`config.mk`:
```
export PLATFORM = sky130hd
export DESIGN_NAME = fp_addsub_pipe
export DESIGN_NICKNAME = d
export VERILOG_FILES = /design/src/rtl/fp_addsub_pipe.sv
export SDC_FILE = /design/constraint.sdc
export NUM_CORES = 1
export LEC_CHECK = 0
export ABC_AREA = 1
export BUFFER_PORTS_ARGS = -buffer_cell sky130_fd_sc_hd__buf_2
export CORE_AREA = 5 5 174 260
export CTS_BUF_LIST = sky130_fd_sc_hd__clkbuf_8
export DETAILED_ROUTE_END_ITERATION = 8
export DIE_AREA = 0 0 179 265
export SYNTH_ARGS = -nofsm -noshare
export SYNTH_HDL_FRONTEND = slang
export SYNTH_SLANG_ARGS = --single-unit
```
`constraint.sdc`:
```
create_clock -name clk -period 17.16 [get_ports clk]
set_clock_uncertainty 0.05 [all_clocks]
set_input_delay 2.574 -clock clk [delete_from_list [all_inputs] [get_ports clk]]
set_output_delay 2.574 -clock clk [all_outputs]
set_load 0.01 [all_outputs]
```
`src/rtl/fp_addsub_pipe.sv`:
```
// +----------------------------------------------------------------------------+
// | Module   : fp_addsub_pipe                                                  |
// | Purpose  : 3-stage pipelined IEEE-754-style add/subtract, RNE rounding,    |
// |            denormal flush, valid/ready handshake with full backpressure.   |
// | Revision : 1.0  initial release                                            |
// +----------------------------------------------------------------------------+
`timescale 1ns/1ps
`default_nettype none

module fp_addsub_pipe #(
  parameter int EXP_W = 8,
  parameter int MAN_W = 23,
  localparam int W = 1 + EXP_W + MAN_W
) (
  input  logic         clk,
  input  logic         rst_n,
  input  logic         in_valid,
  output logic         in_ready,
  input  logic         op,
  input  logic [W-1:0] num_a,
  input  logic [W-1:0] num_b,
  output logic         out_valid,
  input  logic         out_ready,
  output logic [W-1:0] num_out
);

  // Working mantissa: hidden bit, fraction, guard, round, sticky.
  localparam int MW  = MAN_W + 4;
  localparam int SW  = MAN_W + 5;
  localparam int LZW = $clog2(MW + 1);
  // Signed working exponent, wide enough for exp - lzc to go negative.
  localparam int EW  = EXP_W + LZW + 1;
  localparam logic [EXP_W-1:0] EXP_ONES = {EXP_W{1'b1}};
  localparam logic [W-1:0]     QNAN     = {1'b0, {EXP_W{1'b1}}, 1'b1, {(MAN_W-1){1'b0}}};

  logic adv;

  logic             s1_valid_q, s1_valid_d, s1_sign_q, s1_sign_d, s1_sub_q, s1_sub_d;
  logic             s1_spec_q, s1_spec_d;
  logic [MW-1:0]    s1_man_l_q, s1_man_l_d, s1_man_s_q, s1_man_s_d;
  logic [EXP_W-1:0] s1_shift_q, s1_shift_d, s1_exp_q, s1_exp_d;
  logic [W-1:0]     s1_spec_val_q, s1_spec_val_d;

  logic             s2_valid_q, s2_valid_d, s2_sign_q, s2_sign_d, s2_spec_q, s2_spec_d;
  logic [SW-1:0]    s2_sum_q, s2_sum_d;
  logic [EXP_W-1:0] s2_exp_q, s2_exp_d;
  logic [W-1:0]     s2_spec_val_q, s2_spec_val_d;

  logic             out_valid_q, out_valid_d;
  logic [W-1:0]     num_out_q, num_out_d;

  // stage-1 temporaries
  logic             sa, sb_eff, zero_a, zero_b, inf_a, inf_b, nan_a, nan_b, a_big;
  logic [EXP_W-1:0] ea, eb;
  logic [MAN_W-1:0] fa, fb;
  logic [W-2:0]     mag_a, mag_b;
  // stage-2 temporaries
  logic [MW-1:0]    s_aligned, s_mask;
  logic             s_sticky;
  // stage-3 temporaries
  logic [LZW-1:0]   lzc;
  logic             lz_found, rnd_up;
  logic [MW-1:0]    norm;
  logic [MAN_W+1:0] mant_r;
  logic [EW-1:0]    exp_n, exp_f;
  logic [W-1:0]     res;

  // The whole pipe moves together; it only freezes when the output is held.
  assign adv       = !out_valid_q | out_ready;
  assign in_ready  = adv;
  assign out_valid = out_valid_q;
  assign num_out   = num_out_q;

  // Stage 1: unpack, classify specials, order operands by full magnitude.
  always_comb begin
    sa     = num_a[W-1];
    sb_eff = num_b[W-1] ^ op;
    ea     = num_a[W-2:MAN_W];
    eb     = num_b[W-2:MAN_W];
    fa     = num_a[MAN_W-1:0];
    fb     = num_b[MAN_W-1:0];
    zero_a = (ea == '0);
    zero_b = (eb == '0);
    inf_a  = (ea == EXP_ONES) && (fa == '0);
    inf_b  = (eb == EXP_ONES) && (fb == '0);
    nan_a  = (ea == EXP_ONES) && (fa != '0);
    nan_b  = (eb == EXP_ONES) && (fb != '0);
    mag_a  = zero_a ? '0 : num_a[W-2:0];
    mag_b  = zero_b ? '0 : num_b[W-2:0];
    a_big  = (mag_a >= mag_b);

    s1_valid_d = in_valid;
    s1_sub_d   = sa ^ sb_eff;
    s1_spec_d  = zero_a | zero_b | inf_a | inf_b | nan_a | nan_b;

    if (nan_a || nan_b || (inf_a && inf_b && (sa != sb_eff)))
      s1_spec_val_d = QNAN;
    else if (inf_a)
      s1_spec_val_d = {sa, EXP_ONES, {MAN_W{1'b0}}};
    else if (inf_b)
      s1_spec_val_d = {sb_eff, EXP_ONES, {MAN_W{1'b0}}};
    else if (zero_a && zero_b)
      s1_spec_val_d = {sa & sb_eff, {(W-1){1'b0}}};
    else if (zero_a)
      s1_spec_val_d = {sb_eff, eb, fb};
    else
      s1_spec_val_d = {sa, ea, fa};

    if (a_big) begin
      s1_man_l_d = {1'b1, fa, 3'b000};
      s1_man_s_d = {1'b1, fb, 3'b000};
      s1_shift_d = ea - eb;
      s1_exp_d   = ea;
      s1_sign_d  = sa;
    end else begin
      s1_man_l_d = {1'b1, fb, 3'b000};
      s1_man_s_d = {1'b1, fa, 3'b000};
      s1_shift_d = eb - ea;
      s1_exp_d   = eb;
      s1_sign_d  = sb_eff;
    end
  end

  // Stage 2: align the smaller mantissa with sticky collection, then add/subtract.
  always_comb begin
    s_mask   = ~({MW{1'b1}} << s1_shift_q);
    s_sticky = |(s1_man_s_q & s_mask);
    if (32'(s1_shift_q) >= MW)
      s_aligned = {{(MW-1){1'b0}}, |s1_man_s_q};
    else
      s_aligned = (s1_man_s_q >> s1_shift_q) | {{(MW-1){1'b0}}, s_sticky};

    s2_valid_d    = s1_valid_q;
    s2_sum_d      = s1_sub_q ? ({1'b0, s1_man_l_q} - {1'b0, s_aligned})
                             : ({1'b0, s1_man_l_q} + {1'b0, s_aligned});
    s2_exp_d      = s1_exp_q;
    s2_sign_d     = s1_sign_q;
    s2_spec_d     = s1_spec_q;
    s2_spec_val_d = s1_spec_val_q;
  end

  // Stage 3: normalise, round to nearest even, detect overflow/underflow, pack.
  always_comb begin
    lzc      = '0;
    lz_found = 1'b0;
    for (int i = MW - 1; i >= 0; i--) begin
      if (!lz_found) begin
        if (s2_sum_q[i]) lz_found = 1'b1;
        else             lzc      = lzc + LZW'(1);
      end
    end

    if (s2_sum_q[SW-1]) begin
      norm  = {s2_sum_q[SW-1:2], s2_sum_q[1] | s2_sum_q[0]};
      exp_n = EW'(s2_exp_q) + EW'(1);
    end else begin
      norm  = s2_sum_q[MW-1:0] << lzc;
      exp_n = EW'(s2_exp_q) - EW'(lzc);
    end

    rnd_up = norm[2] & (norm[1] | norm[0] | norm[3]);
    mant_r = {1'b0, norm[MW-1:3]} + (MAN_W+2)'(rnd_up);
    exp_f  = exp_n + EW'(mant_r[MAN_W+1]);

    if (s2_spec_q)
      res = s2_spec_val_q;
    else if (s2_sum_q == '0)
      res = '0;
    else if ($signed(exp_f) <= 0)
      res = {s2_sign_q, {(W-1){1'b0}}};
    else if (exp_f >= EW'(EXP_ONES))
      res = {s2_sign_q, EXP_ONES, {MAN_W{1'b0}}};
    else
      res = {s2_sign_q, exp_f[EXP_W-1:0], mant_r[MAN_W-1:0]};

    out_valid_d = s2_valid_q;
    num_out_d   = s2_valid_q ? res : num_out_q;
  end

  // Pipeline registers; everything holds when the output is stalled.
  always_ff @(posedge clk or negedge rst_n) begin
    if (!rst_n) begin
      s1_valid_q    <= 1'b0;
      s1_sign_q     <= 1'b0;
      s1_sub_q      <= 1'b0;
      s1_spec_q     <= 1'b0;
      s1_man_l_q    <= '0;
      s1_man_s_q    <= '0;
      s1_shift_q    <= '0;
      s1_exp_q      <= '0;
      s1_spec_val_q <= '0;
      s2_valid_q    <= 1'b0;
      s2_sign_q     <= 1'b0;
      s2_spec_q     <= 1'b0;
      s2_sum_q      <= '0;
      s2_exp_q      <= '0;
      s2_spec_val_q <= '0;
      out_valid_q   <= 1'b0;
      num_out_q     <= '0;
    end else if (adv) begin
      s1_valid_q    <= s1_valid_d;
      s1_sign_q     <= s1_sign_d;
      s1_sub_q      <= s1_sub_d;
      s1_spec_q     <= s1_spec_d;
      s1_man_l_q    <= s1_man_l_d;
      s1_man_s_q    <= s1_man_s_d;
      s1_shift_q    <= s1_shift_d;
      s1_exp_q      <= s1_exp_d;
      s1_spec_val_q <= s1_spec_val_d;
      s2_valid_q    <= s2_valid_d;
      s2_sign_q     <= s2_sign_d;
      s2_spec_q     <= s2_spec_d;
      s2_sum_q      <= s2_sum_d;
      s2_exp_q      <= s2_exp_d;
      s2_spec_val_q <= s2_spec_val_d;
      out_valid_q   <= out_valid_d;
      num_out_q     <= num_out_d;
    end
  end

endmodule

`default_nettype wire

```
==> reports/results.ini <==
[drt]
dr.first_iter.drc_count = 1366
ant_nets = 0
post-route-drc-count = 0
finalWirelength_um = 65800
drt_first_pass_iters = 6
num_vias = 19900
drt-wirelength-per-cell_um = 18.3
via_per_inst = 5.52

[die]
die_area_um2 = 47400
die_y_um = 265
io_pins = 103
start_util = 0.445
placementRows = 93
coreArea_um2 = 42700
die-width_um = 179

[worst_setup_path]
critPathKind = flop to flop
cp_slowest_stage_delay_ps = 630
worstSetupStartpointType = flop
crit_required_ps = 17570
cp.arrival_ps = 16120
cpMaxStageDelayCell = or4_1
crit_top_cell = nand2_1
end_kind = flop
critPathMaxFanout = 31

[sta]
finalMaxSlewViolations = 0
fin_crit_ps = 15710
slew-limit-headroom = 0.217
finalSetupTns_ps = 0
finalSetupViolations = 0
hold_viol_final = 0
period_share = 0.915
whs_ps = 412
worstMarginPinSlew_ps = 1170
fmax_mhz = 63.7

[cells_and_area]
area_delta_synth_final_pct = 8.98
layout-drive-gt1-share = 0.0906
antennaDiodeCount = 0
finalNetCount = 3178

[global_route]
grt_pass1_vias = 19200
grt_max_degree = 124
grt_usage = 0.275
gr-total-overflow = 0
grt_pass1_wl_um = 104000
antenna_found_initial = 0

[logic_synthesis]
synth-xor-area-share = 0.0317
yosys.area_share.simple = 0.312
synth.avg_cell_area_um2 = 6.41
synth_compound_area_frac = 0.201
synth_top_flop_cell = dfrtp_1
synthAdderAreaFrac = 0.0716
synth_cell_type_count = 68
ys_seq_area_frac = 0.267
synth.top_cell.area_share = 0.267
yosysWarnings = 0
syn_inst = 2964
synthMuxAreaShare = 0.00369
ys_top_cells_by_count = 715 x nand2_1, 391 x inv_1, 344 x o21ai_0, 239 x nor2_1, 203 x dfrtp_1
synth_edf_count = 0
synthArstFlopShare = 1.00
yosysMostFrequentCell = nand2_1
synth_nets = 3140
syn-cell-area_um2 = 19000
synth_area_leaders = dfrtp_1 27%, nand2_1 14%, o21ai_0 9.1%
synth-seq-cells = 203
synth_top_family_by_area = simple AND/OR/NAND/NOR gates
synth_top_area_cell = dfrtp_1

[power_and_ir_drop]
ir_worst_vdd_v = 0.0000672
pwr_density_cell_nw_per_um2 = 188
cellLeakagePower_nw = 10.5

[run]
cap_violations = 0

[status]
status = completed

[clocking]
cts-root-buf = clkbuf_8
cts_made_buffers = 36
path_clk_slew_ps = 60
htree_levels = 2
clkSinkCount = 203
cts_tree = built
clock_path_buffers = 3
holdBufCountCts = 0
clk_latency_ps = 560

[place]
dp_hpwl_um = 52100
place.gp.congestion = 1.00
port-buffer-count = 102

[min_path]
hold_class = flop to flop

-- state kept, by name (all words and copies together), names as in the netlist --
register,flops
s1_man_s_q,24
num_out,32
s2_sign_q,1
out_valid_d,1
s1_sign_q,1
s1_exp_q,8
s1_man_l_q,23
s1_spec_val_q,32
s1_sub_q,1
s2_spec_val_q,32
out_valid,1
s2_exp_q,8
s2_spec_q,1
s2_sum_q,28
s1_spec_q,1
s1_shift_q,8
s1_valid_q,1
-- power by group --
part / switching (W) / leakage, nW / internal (W) / total [W]
Combinational: 0.00172 / 7.63 / 0.000812 / 0.00254
Sequential: 0.000213 / 2.39 / 0.000660 / 0.000873
Clock: 0.000210 / 0.432 / 0.000284 / 0.000494
-- metrics by stage --
step                      std cells  setup slack [ps]  utilization  power [W]  instance area (um^2)
after floorplan                2964              2830            -    0.00262                 19000
after global placement         3532              1230        0.466    0.00334                 19900
after detailed placement       3532               773        0.466    0.00336                 19900
after CTS                      3593               745        0.484    0.00388                 20700
after global routing           3595             -92.3        0.485    0.00428                 20700
final                          3595              1450        0.485    0.00390                 20700
-- placed cells by master (no fill, tap or decap), types with 13 or more instances in the layout --
cell type,count
a21oi_1,175
a22oi_1,13
a31oi_1,36
buf_2,101
buf_4,22
clkbuf_8,43
dfrtp_1,203
ha_1,104
inv_1,399
inv_2,15
nand2_1,714
nand3_1,189
nand3b_1,13
nand4_1,59
nor2_1,236
nor2_4,13
nor3_1,30
o211ai_1,26
o21ai_0,344
o21ai_1,28
o22ai_1,29
or2_2,16
xnor2_1,25
xor2_1,42
-- path summary, 6_finish.rpt --
kind                              startpoint       endpoint  slack, ps  depth (start not counted)
worst min-delay path             s1_exp_q[7]    s2_exp_q[7]        410                          2
max in group asynchronous              rst_n  s1_man_s_q[4]      13300                          2
worst min register to register   s1_exp_q[7]    s2_exp_q[7]        410                          2
worst max-delay path            s2_sum_q[25]     num_out[4]       1450                        106
worst max register to register  s2_sum_q[25]     num_out[4]       1450                        106
min in group asynchronous              rst_n  s1_shift_q[7]       2100                          1
-- timing repair --
item                       CTS  global route
buffers inserted             0             2
setup endpoints to repair    0            30
gates resized for setup      0             8
-- layout make-up --
class | instances | area (um^2)
Timing Repair Buffer | 124 | 684
Fill cell | 4585 | 22000
Multi-Input combinational cell | 2212 | 11800
Clock inverter | 19 | 190
Clock buffer | 42 | 578
Sequential cell | 203 | 5080
Inverter | 425 | 1620
Tap cell | 570 | 713
-- worst max-delay path: cells and delay by family, from the launching register on --
| kind | cells | cell delay, ps |
|---|---|---|
| simple gates | 58 | 7330 |
| buf+inv | 14 | 1140 |
| xor+xnor | 3 | 390 |
| compound gates | 16 | 2200 |
| flops | 1 | 450 |
| fa+ha+maj | 15 | 4060 |
-- logic make-up after synthesis --
kind of cell,count (synthesis)
AO/OA/AOI/OAI,699
XOR/XNOR,68
adder cells (fa/ha/maj),107
buffers and inverters,549
flip-flops,203
multiplexers,7
AND/OR/NAND/NOR,1331
-- per-layer routing --
metal | track usage | wire, um | vias to the layer above | share of wire
li1 | - | - | 9887 | -
met1 | 0.332 | 26200 | 9168 | 0.40
met2 | 0.464 | 31500 | 625 | 0.48
met3 | 0.0300 | 3210 | 181 | 0.049
met4 | 0.166 | 4900 | 0 | 0.074
met5 | 0 | 0 | - | 0
No activity file was read; power rests on OpenSTA's default activity.
